## src/rtl/lcd_char_ctrl.sv

```systemverilog
// lcd_char_ctrl: HD44780-class character-LCD controller with an 8-bit bus.
// Runs the power-on init sequence, then writes characters received on a
// valid/ready stream at an auto-advancing cursor with row wrap. Busy flag
// is polled over a split bidirectional bus; the pad tristate lives above.
//
// Optional feature macro: LCD_BF_TIMEOUT_EN
//   defined   - busy-flag polling gives up after BF_TIMEOUT reads and sets
//               the sticky timeout_err flag.
//   undefined - polling never ends; timeout_err is tied to 0.
//
// Ports:
//   clk, rst        clock, synchronous active-low reset
//   in_valid/in_data/in_ready   character stream input
//   clr_req         level request: clear display and home the cursor
//   init_done       init sequence finished (sticky until reset)
//   col, row        current cursor position
//   RS, RW, E       LCD control pins
//   DB_o/DB_i/DB_oe split data bus; only DB_i[7] (busy flag) is used
//   timeout_err     sticky busy-flag timeout
module lcd_char_ctrl #(
    parameter int unsigned CLK_DIV    = 1,
    parameter int unsigned COLS       = 16,
    parameter int unsigned ROWS       = 2,
    parameter int unsigned PWRON_CYC  = 108120,
    parameter int unsigned WAIT2_CYC  = 29560,
    parameter int unsigned WAIT3_CYC  = 740,
    parameter int unsigned BF_TIMEOUT = 4096
) (
    input  logic       clk,
    input  logic       rst,
    input  logic       in_valid,
    input  logic [7:0] in_data,
    output logic       in_ready,
    input  logic       clr_req,
    output logic       init_done,
    output logic [5:0] col,
    output logic [1:0] row,
    output logic       RS,
    output logic       RW,
    output logic       E,
    output logic [7:0] DB_o,
    input  logic [7:0] DB_i,
    output logic       DB_oe,
    output logic       timeout_err
);

    localparam int unsigned PW = $clog2(CLK_DIV) + 1;
    localparam int unsigned WW = 24;

    localparam logic [7:0] CMD_FNSET = (ROWS > 1) ? 8'h38 : 8'h30;
    localparam logic [7:0] CMD_DPON  = 8'h0C;
    localparam logic [7:0] CMD_DPCLR = 8'h01;
    localparam logic [7:0] CMD_EMSET = 8'h06;
    localparam logic [7:0] CMD_WAKE  = 8'h30;

    // Main FSM states
    localparam logic [2:0] S_PWR  = 3'd0;
    localparam logic [2:0] S_W2   = 3'd1;
    localparam logic [2:0] S_W3   = 3'd2;
    localparam logic [2:0] S_WR   = 3'd3;
    localparam logic [2:0] S_RD   = 3'd4;
    localparam logic [2:0] S_IDLE = 3'd5;

    // Which command the current bus transaction belongs to
    localparam logic [3:0] T_INIT0 = 4'd0;
    localparam logic [3:0] T_INIT1 = 4'd1;
    localparam logic [3:0] T_INIT2 = 4'd2;
    localparam logic [3:0] T_INIT3 = 4'd3;
    localparam logic [3:0] T_INIT4 = 4'd4;
    localparam logic [3:0] T_INIT5 = 4'd5;
    localparam logic [3:0] T_INIT6 = 4'd6;
    localparam logic [3:0] T_CHAR  = 4'd7;
    localparam logic [3:0] T_ADDR  = 4'd8;
    localparam logic [3:0] T_CLR   = 4'd9;

    // DDRAM row start addresses
    function automatic logic [7:0] row_base(input logic [1:0] r);
        case (r)
            2'd0:    row_base = 8'h00;
            2'd1:    row_base = 8'h40;
            2'd2:    row_base = 8'h14;
            default: row_base = 8'h54;
        endcase
    endfunction

    logic [2:0]    state_q, state_d;
    logic [3:0]    step_q, step_d;
    logic [WW-1:0] wait_q, wait_d;
    logic [PW-1:0] div_q, div_d;
    logic [1:0]    ph_q, ph_d;
    logic          bf_q, bf_d;
    logic [5:0]    col_q, col_d;
    logic [1:0]    row_q, row_d;
    logic          init_done_q, init_done_d;
    logic          rs_q, rs_d;
    logic          rw_q, rw_d;
    logic          e_q, e_d;
    logic [7:0]    db_q, db_d;
    logic          oe_q, oe_d;

    logic          last_clk;
    logic          cyc_end;
    logic          bf_expired;
    logic          launch;
    logic [3:0]    launch_step;
    logic [7:0]    launch_data;

    logic          unused_db;
    assign unused_db = ^DB_i[6:0];

    // Bus-cycle phase timing shared by write and read cycles
    assign last_clk = (div_q == PW'(CLK_DIV - 1));
    assign cyc_end  = last_clk && (ph_q == 2'd3);

`ifdef LCD_BF_TIMEOUT_EN
    localparam int unsigned PLW = $clog2(BF_TIMEOUT + 1);

    logic [PLW-1:0] poll_q, poll_d;
    logic           timeout_q, timeout_d;

    assign bf_expired = bf_q && (poll_q == PLW'(BF_TIMEOUT - 1));

    // Poll counter restarts at the first read of every poll; error is sticky
    always_comb begin
        poll_d    = poll_q;
        timeout_d = timeout_q;
        if (state_q == S_WR && state_d == S_RD) begin
            poll_d = '0;
        end else if (state_q == S_RD && cyc_end) begin
            poll_d = poll_q + 1'b1;
            if (bf_expired) begin
                timeout_d = 1'b1;
            end
        end
    end

    always_ff @(posedge clk) begin
        if (!rst) begin
            poll_q    <= '0;
            timeout_q <= 1'b0;
        end else begin
            poll_q    <= poll_d;
            timeout_q <= timeout_d;
        end
    end

    assign timeout_err = timeout_q;
`else
    localparam int unsigned UNUSED_BF_TIMEOUT = BF_TIMEOUT;

    assign bf_expired  = 1'b0;
    assign timeout_err = 1'b0;
`endif

    // Next-state and bus-output logic
    always_comb begin
        state_d     = state_q;
        step_d      = step_q;
        wait_d      = wait_q;
        div_d       = div_q;
        ph_d        = ph_q;
        bf_d        = bf_q;
        col_d       = col_q;
        row_d       = row_q;
        init_done_d = init_done_q;
        db_d        = db_q;
        launch      = 1'b0;
        launch_step = step_q;
        launch_data = db_q;

        if (state_q == S_WR || state_q == S_RD) begin
            if (last_clk) begin
                div_d = '0;
                ph_d  = ph_q + 2'd1;
            end else begin
                div_d = div_q + 1'b1;
            end
        end

        case (state_q)
            S_PWR, S_W2, S_W3: begin
                wait_d = wait_q + 1'b1;
                if ((state_q == S_PWR && wait_q == WW'(PWRON_CYC - 1)) ||
                    (state_q == S_W2  && wait_q == WW'(WAIT2_CYC - 1)) ||
                    (state_q == S_W3  && wait_q == WW'(WAIT3_CYC - 1))) begin
                    launch      = 1'b1;
                    launch_data = CMD_WAKE;
                    launch_step = (state_q == S_PWR) ? T_INIT0 :
                                  (state_q == S_W2)  ? T_INIT1 : T_INIT2;
                end
            end

            S_WR: begin
                if (cyc_end) begin
                    case (step_q)
                        T_INIT0: begin
                            state_d = S_W2;
                            wait_d  = '0;
                        end
                        T_INIT1: begin
                            state_d = S_W3;
                            wait_d  = '0;
                        end
                        // BF is not valid yet after the last wake-up write
                        T_INIT2: begin
                            launch      = 1'b1;
                            launch_step = T_INIT3;
                            launch_data = CMD_FNSET;
                        end
                        default: begin
                            state_d = S_RD;
                            bf_d    = 1'b0;
                        end
                    endcase
                end
            end

            S_RD: begin
                if (ph_q == 2'd2 && last_clk) begin
                    bf_d = DB_i[7];
                end
                // bf_q holds this cycle's sample once P3 is reached
                if (cyc_end && (!bf_q || bf_expired)) begin
                    case (step_q)
                        T_INIT3: begin
                            launch      = 1'b1;
                            launch_step = T_INIT4;
                            launch_data = CMD_DPON;
                        end
                        T_INIT4: begin
                            launch      = 1'b1;
                            launch_step = T_INIT5;
                            launch_data = CMD_DPCLR;
                        end
                        T_INIT5: begin
                            launch      = 1'b1;
                            launch_step = T_INIT6;
                            launch_data = CMD_EMSET;
                        end
                        T_CHAR: begin
                            if (col_q == 6'(COLS - 1)) begin
                                col_d       = '0;
                                row_d       = (row_q == 2'(ROWS - 1)) ? 2'd0 : row_q + 2'd1;
                                launch      = 1'b1;
                                launch_step = T_ADDR;
                                launch_data = 8'h80 | row_base(row_d);
                            end else begin
                                col_d   = col_q + 6'd1;
                                state_d = S_IDLE;
                            end
                        end
                        T_CLR: begin
                            col_d   = '0;
                            row_d   = '0;
                            state_d = S_IDLE;
                        end
                        default: begin
                            state_d = S_IDLE;
                        end
                    endcase
                end
            end

            S_IDLE: begin
                if (clr_req) begin
                    launch      = 1'b1;
                    launch_step = T_CLR;
                    launch_data = CMD_DPCLR;
                end else if (in_valid) begin
                    launch      = 1'b1;
                    launch_step = T_CHAR;
                    launch_data = in_data;
                end
            end

            default: begin
                state_d = S_PWR;
                wait_d  = '0;
            end
        endcase

        if (launch) begin
            state_d = S_WR;
            step_d  = launch_step;
            db_d    = launch_data;
            ph_d    = 2'd0;
            div_d   = '0;
        end

        if (state_d == S_IDLE) begin
            init_done_d = 1'b1;
        end

        // Pins follow the next state so they register in step with it
        rw_d = (state_d == S_RD);
        oe_d = !rw_d;
        rs_d = (state_d == S_WR) && (step_d == T_CHAR);
        e_d  = ((state_d == S_WR) || (state_d == S_RD)) &&
               ((ph_d == 2'd1) || (ph_d == 2'd2));
    end

    // State and output registers
    always_ff @(posedge clk) begin
        if (!rst) begin
            state_q     <= S_PWR;
            step_q      <= T_INIT0;
            wait_q      <= '0;
            div_q       <= '0;
            ph_q        <= '0;
            bf_q        <= 1'b0;
            col_q       <= '0;
            row_q       <= '0;
            init_done_q <= 1'b0;
            rs_q        <= 1'b0;
            rw_q        <= 1'b0;
            e_q         <= 1'b0;
            db_q        <= '0;
            oe_q        <= 1'b0;
        end else begin
            state_q     <= state_d;
            step_q      <= step_d;
            wait_q      <= wait_d;
            div_q       <= div_d;
            ph_q        <= ph_d;
            bf_q        <= bf_d;
            col_q       <= col_d;
            row_q       <= row_d;
            init_done_q <= init_done_d;
            rs_q        <= rs_d;
            rw_q        <= rw_d;
            e_q         <= e_d;
            db_q        <= db_d;
            oe_q        <= oe_d;
        end
    end

    // clr_req has priority, so it masks readiness in the same cycle
    assign in_ready  = (state_q == S_IDLE) && !clr_req;
    assign init_done = init_done_q;
    assign col       = col_q;
    assign row       = row_q;
    assign RS        = rs_q;
    assign RW        = rw_q;
    assign E         = e_q;
    assign DB_o      = db_q;
    assign DB_oe     = oe_q;

endmodule

```

## config.mk

```make
export PLATFORM = sky130hd
export DESIGN_NAME = lcd_char_ctrl
export DESIGN_NICKNAME = d
export VERILOG_FILES = /design/src/rtl/lcd_char_ctrl.sv
export SDC_FILE = /design/constraint.sdc
export NUM_CORES = 1
export LEC_CHECK = 0
export BUFFER_PORTS_ARGS = -buffer_cell sky130_fd_sc_hd__buf_2
export CORE_MARGIN = 3
export CORE_UTILIZATION = 25
export CTS_BUF_LIST = sky130_fd_sc_hd__clkbuf_8 sky130_fd_sc_hd__clkbuf_16
export CTS_CLUSTER_DIAMETER = 30
export DETAILED_ROUTE_END_ITERATION = 8
export HOLD_SLACK_MARGIN = 0.15
export RECOVER_POWER = 50
export SETUP_SLACK_MARGIN = 0.02
export SLEW_MARGIN = 30
export SYNTH_ARGS = -nofsm -noshare
export SYNTH_HDL_FRONTEND = slang
export SYNTH_SLANG_ARGS = --single-unit
export TNS_END_PERCENT = 1
```

## constraint.sdc

```tcl
create_clock -name clk -period 2.11 [get_ports clk]
set_input_delay 0.3165 -clock clk [delete_from_list [all_inputs] [get_ports clk]]
set_output_delay 0.3165 -clock clk [all_outputs]
set_load 0.005 [all_outputs]
```

==> results.toml <==
[sta]
min_period_ns = 2.14
skew_ns = 0.00647
holdWs_ns = 0.317
setup_tns_ns = -0.0639
finalSetupViolCount = 5
fmax_mhz = 468
fin_crit_sh_pct = 101
rsz0062_at_grt = "yes"
hold_viol_final = 0
slew_viol_final = 0
setup_slack_ns = -0.0274

[synth]
netlist_instances = 364
synth_area_mm2 = 0.00302
synth-seq-cells = 55
ys_dominant_reg_cell = "dfxtp_1"
synth_edf_count = 0
synth_warnings = 0
synth_cell_types = 66
syn-num-nets = 388
yosysSeqAreaShare_pct = 36.4
ys_async_sr_fraction_pct = 0
syn_avg_cell_area_um2 = 8.30

[clock_network]
numCtsBuffers = 5
clk_pin_slew_worst_paths_ns = 0.07
cts_tree = "done"
ctsHtreeMaxLevel = 2
clock_sinks = 55
hold_buffers = 0
cts_root_buf = "clkbuf_16"
clk_latency_ns = 0.29
clk_path_buf_depth = 2

[die]
die_h_um = 116
ios = 43
rows = 39
die-area_mm2 = 0.0134
initial_core_util_pct = 26.0
die_x_um = 116
core_mm2 = 0.0116

[cells_and_area]
finalNonFillerCells = 596
post-route-util_pct = 34.8
antenna_cells = 0
layout_common_cells = "nor2_1, buf_4, dfxtp_1, nand2_1, buf_2"
drive_gt1_share_pct = 28.3
nNetsFinal = 476
stdcell_area_mm2 = 0.00404
layout_commonest_cell = "nor2_1"
ff_latch_area_mm2 = 0.00111
area_growth_pct = 33.7
multi_input_area_mm2 = 0.00190
fillerInstances = 1200

[route]
ant_nets = 0
vias = 3012
viasPerCell = 5.05
wl_per_cell_um = 14.1
dr.pass1.iters = 4
first_iter_violations = 176
drc = 0
wl_um = 8380

[critical_path]
reg2reg_depth = 7
critPathKind = "register to register"
cp.arrival_ns = 2.31
cp_max_fo = 6
cp.required_ns = 2.28
critPathLaunchType = "register"
crit_path_end_kind = "register"

[grt]
grt_max_degree = 25
track_usage_pct = 12.8
antenna_found_initial = 0
grt_pass1_vias = 3005
grt_pass1_wl_um = 14100
grt_overflow = 0

[pwr]
vdd_drop_max_v = 0.000308
p_leak_nw = 1.54
pwr_density_cell_mw_per_mm2 = 475
fin_total_pwr_mw = 1.92

[placed_design]
port_buffers = 34
dp_hpwl_um = 6120
gp_routability_congestion = 0.902
placed_area_mm2 = 0.00377
place_inst = 582
dp_slack_ns = -0.112

[worst_hold_path]
hold_depth = 3
worstHoldPathType = "primary input to register"

[status]
violations = "setup timing"
outcome = "finished with violations"

[run]
maxCapViolations = 0
-- registers in the layout, indices dropped and copies added, names as in the netlist --
name,cells
E,1
step_q,4
bf_q,1
state_q,3
RW,1
col,6
row,2
DB_oe,1
RS,1
DB_o,8
wait_q,24
init_done,1
ph_q,2
-- cells in the mapped netlist (all sizes together) (3+ instances only) --
cell	instances	area [um2]
a211oi	9	97.6
a21o	3	22.5
a21oi	13	65.1
a221oi	3	26.3
a31o	3	35.0
and3	9	56.3
buf	5	42.5
clkbuf	13	48.8
dfxtp	55	1100
ha	4	50.1
inv	8	30.0
nand2	26	97.6
nand2b	4	25.0
nand3	16	85.1
nand3b	3	22.5
nand4	14	87.6
nor2	63	239
nor2b	5	31.3
nor3	5	25.0
nor3b	3	27.5
nor4	5	31.3
nor4b	7	67.6
o211ai	4	30.0
o21ai	10	50.0
o22ai	3	18.8
or3	5	31.3
xnor2	10	87.6
xor2	18	158
-- critical path: stages, from the launching register on --
cell and delay (ns):
dfxtp_2 0.32, or4b_4 0.54, or4_4 0.43, a31o_4 0.27, nand3_4 0.12, clkbuf_16 0.17, buf_4 0.11, a211oi_2 0.05
-- report_power, final --
part	switching (mW)	total (mW)	internal [mW]
Combinational	0.0370	0.0588	0.0218
Sequential	0.00406	1.05	1.04
Clock	0.384	0.815	0.431
Total	0.425	1.92	1.49
-- routing by layer --
layer	routed length, um	global-route usage, %	up-vias
met3	331	1.83	17
li1	-	-	1493
met2	4020	21.1	64
met1	3830	17.1	1438
met5	0	0	-
met4	200	4.25	0
-- repair_timing --
item,in CTS,in global routing
setup endpoints to repair,20,29
cloned,0,1
setup buffers,4,1
gates resized for setup,8,17
pin swaps,4,11
-- layout make-up --
cell class,count,area share (%)
Clock inverter,3,0.310
Sequential cell,55,27.6
Inverter,8,0.743
Tap cell,143,4.43
Timing Repair Buffer,99,16.7
Clock buffer,5,3.10
Multi-Input combinational cell,283,47.2
-- cell families (layout without fill, tap and decap cells) --
group	Yosys count	in the layout	share of synthesized area (%)
AO/OA/AOI/OAI	65	65	16.4
XOR/XNOR	28	28	8.12
adder cells (fa/ha/maj)	4	4	1.66
buffers and inverters	26	115	4.02
flip-flops	55	55	36.4
multiplexers	2	2	0.704
other	1	1	0.124
AND/OR/NAND/NOR	183	183	32.5
-- final timing paths --
check / startpoint / to / slack, ns
worst max-delay path: wait_q[10] / DB_o[2] / -0.03
worst max register to register: wait_q[10] / DB_o[2] / -0.03
worst min-delay path: in_data[7] / DB_o[7] / 0.32
worst min register to register: init_done / init_done / 0.48
Note: power is estimated with default switching activity, not from simulation.
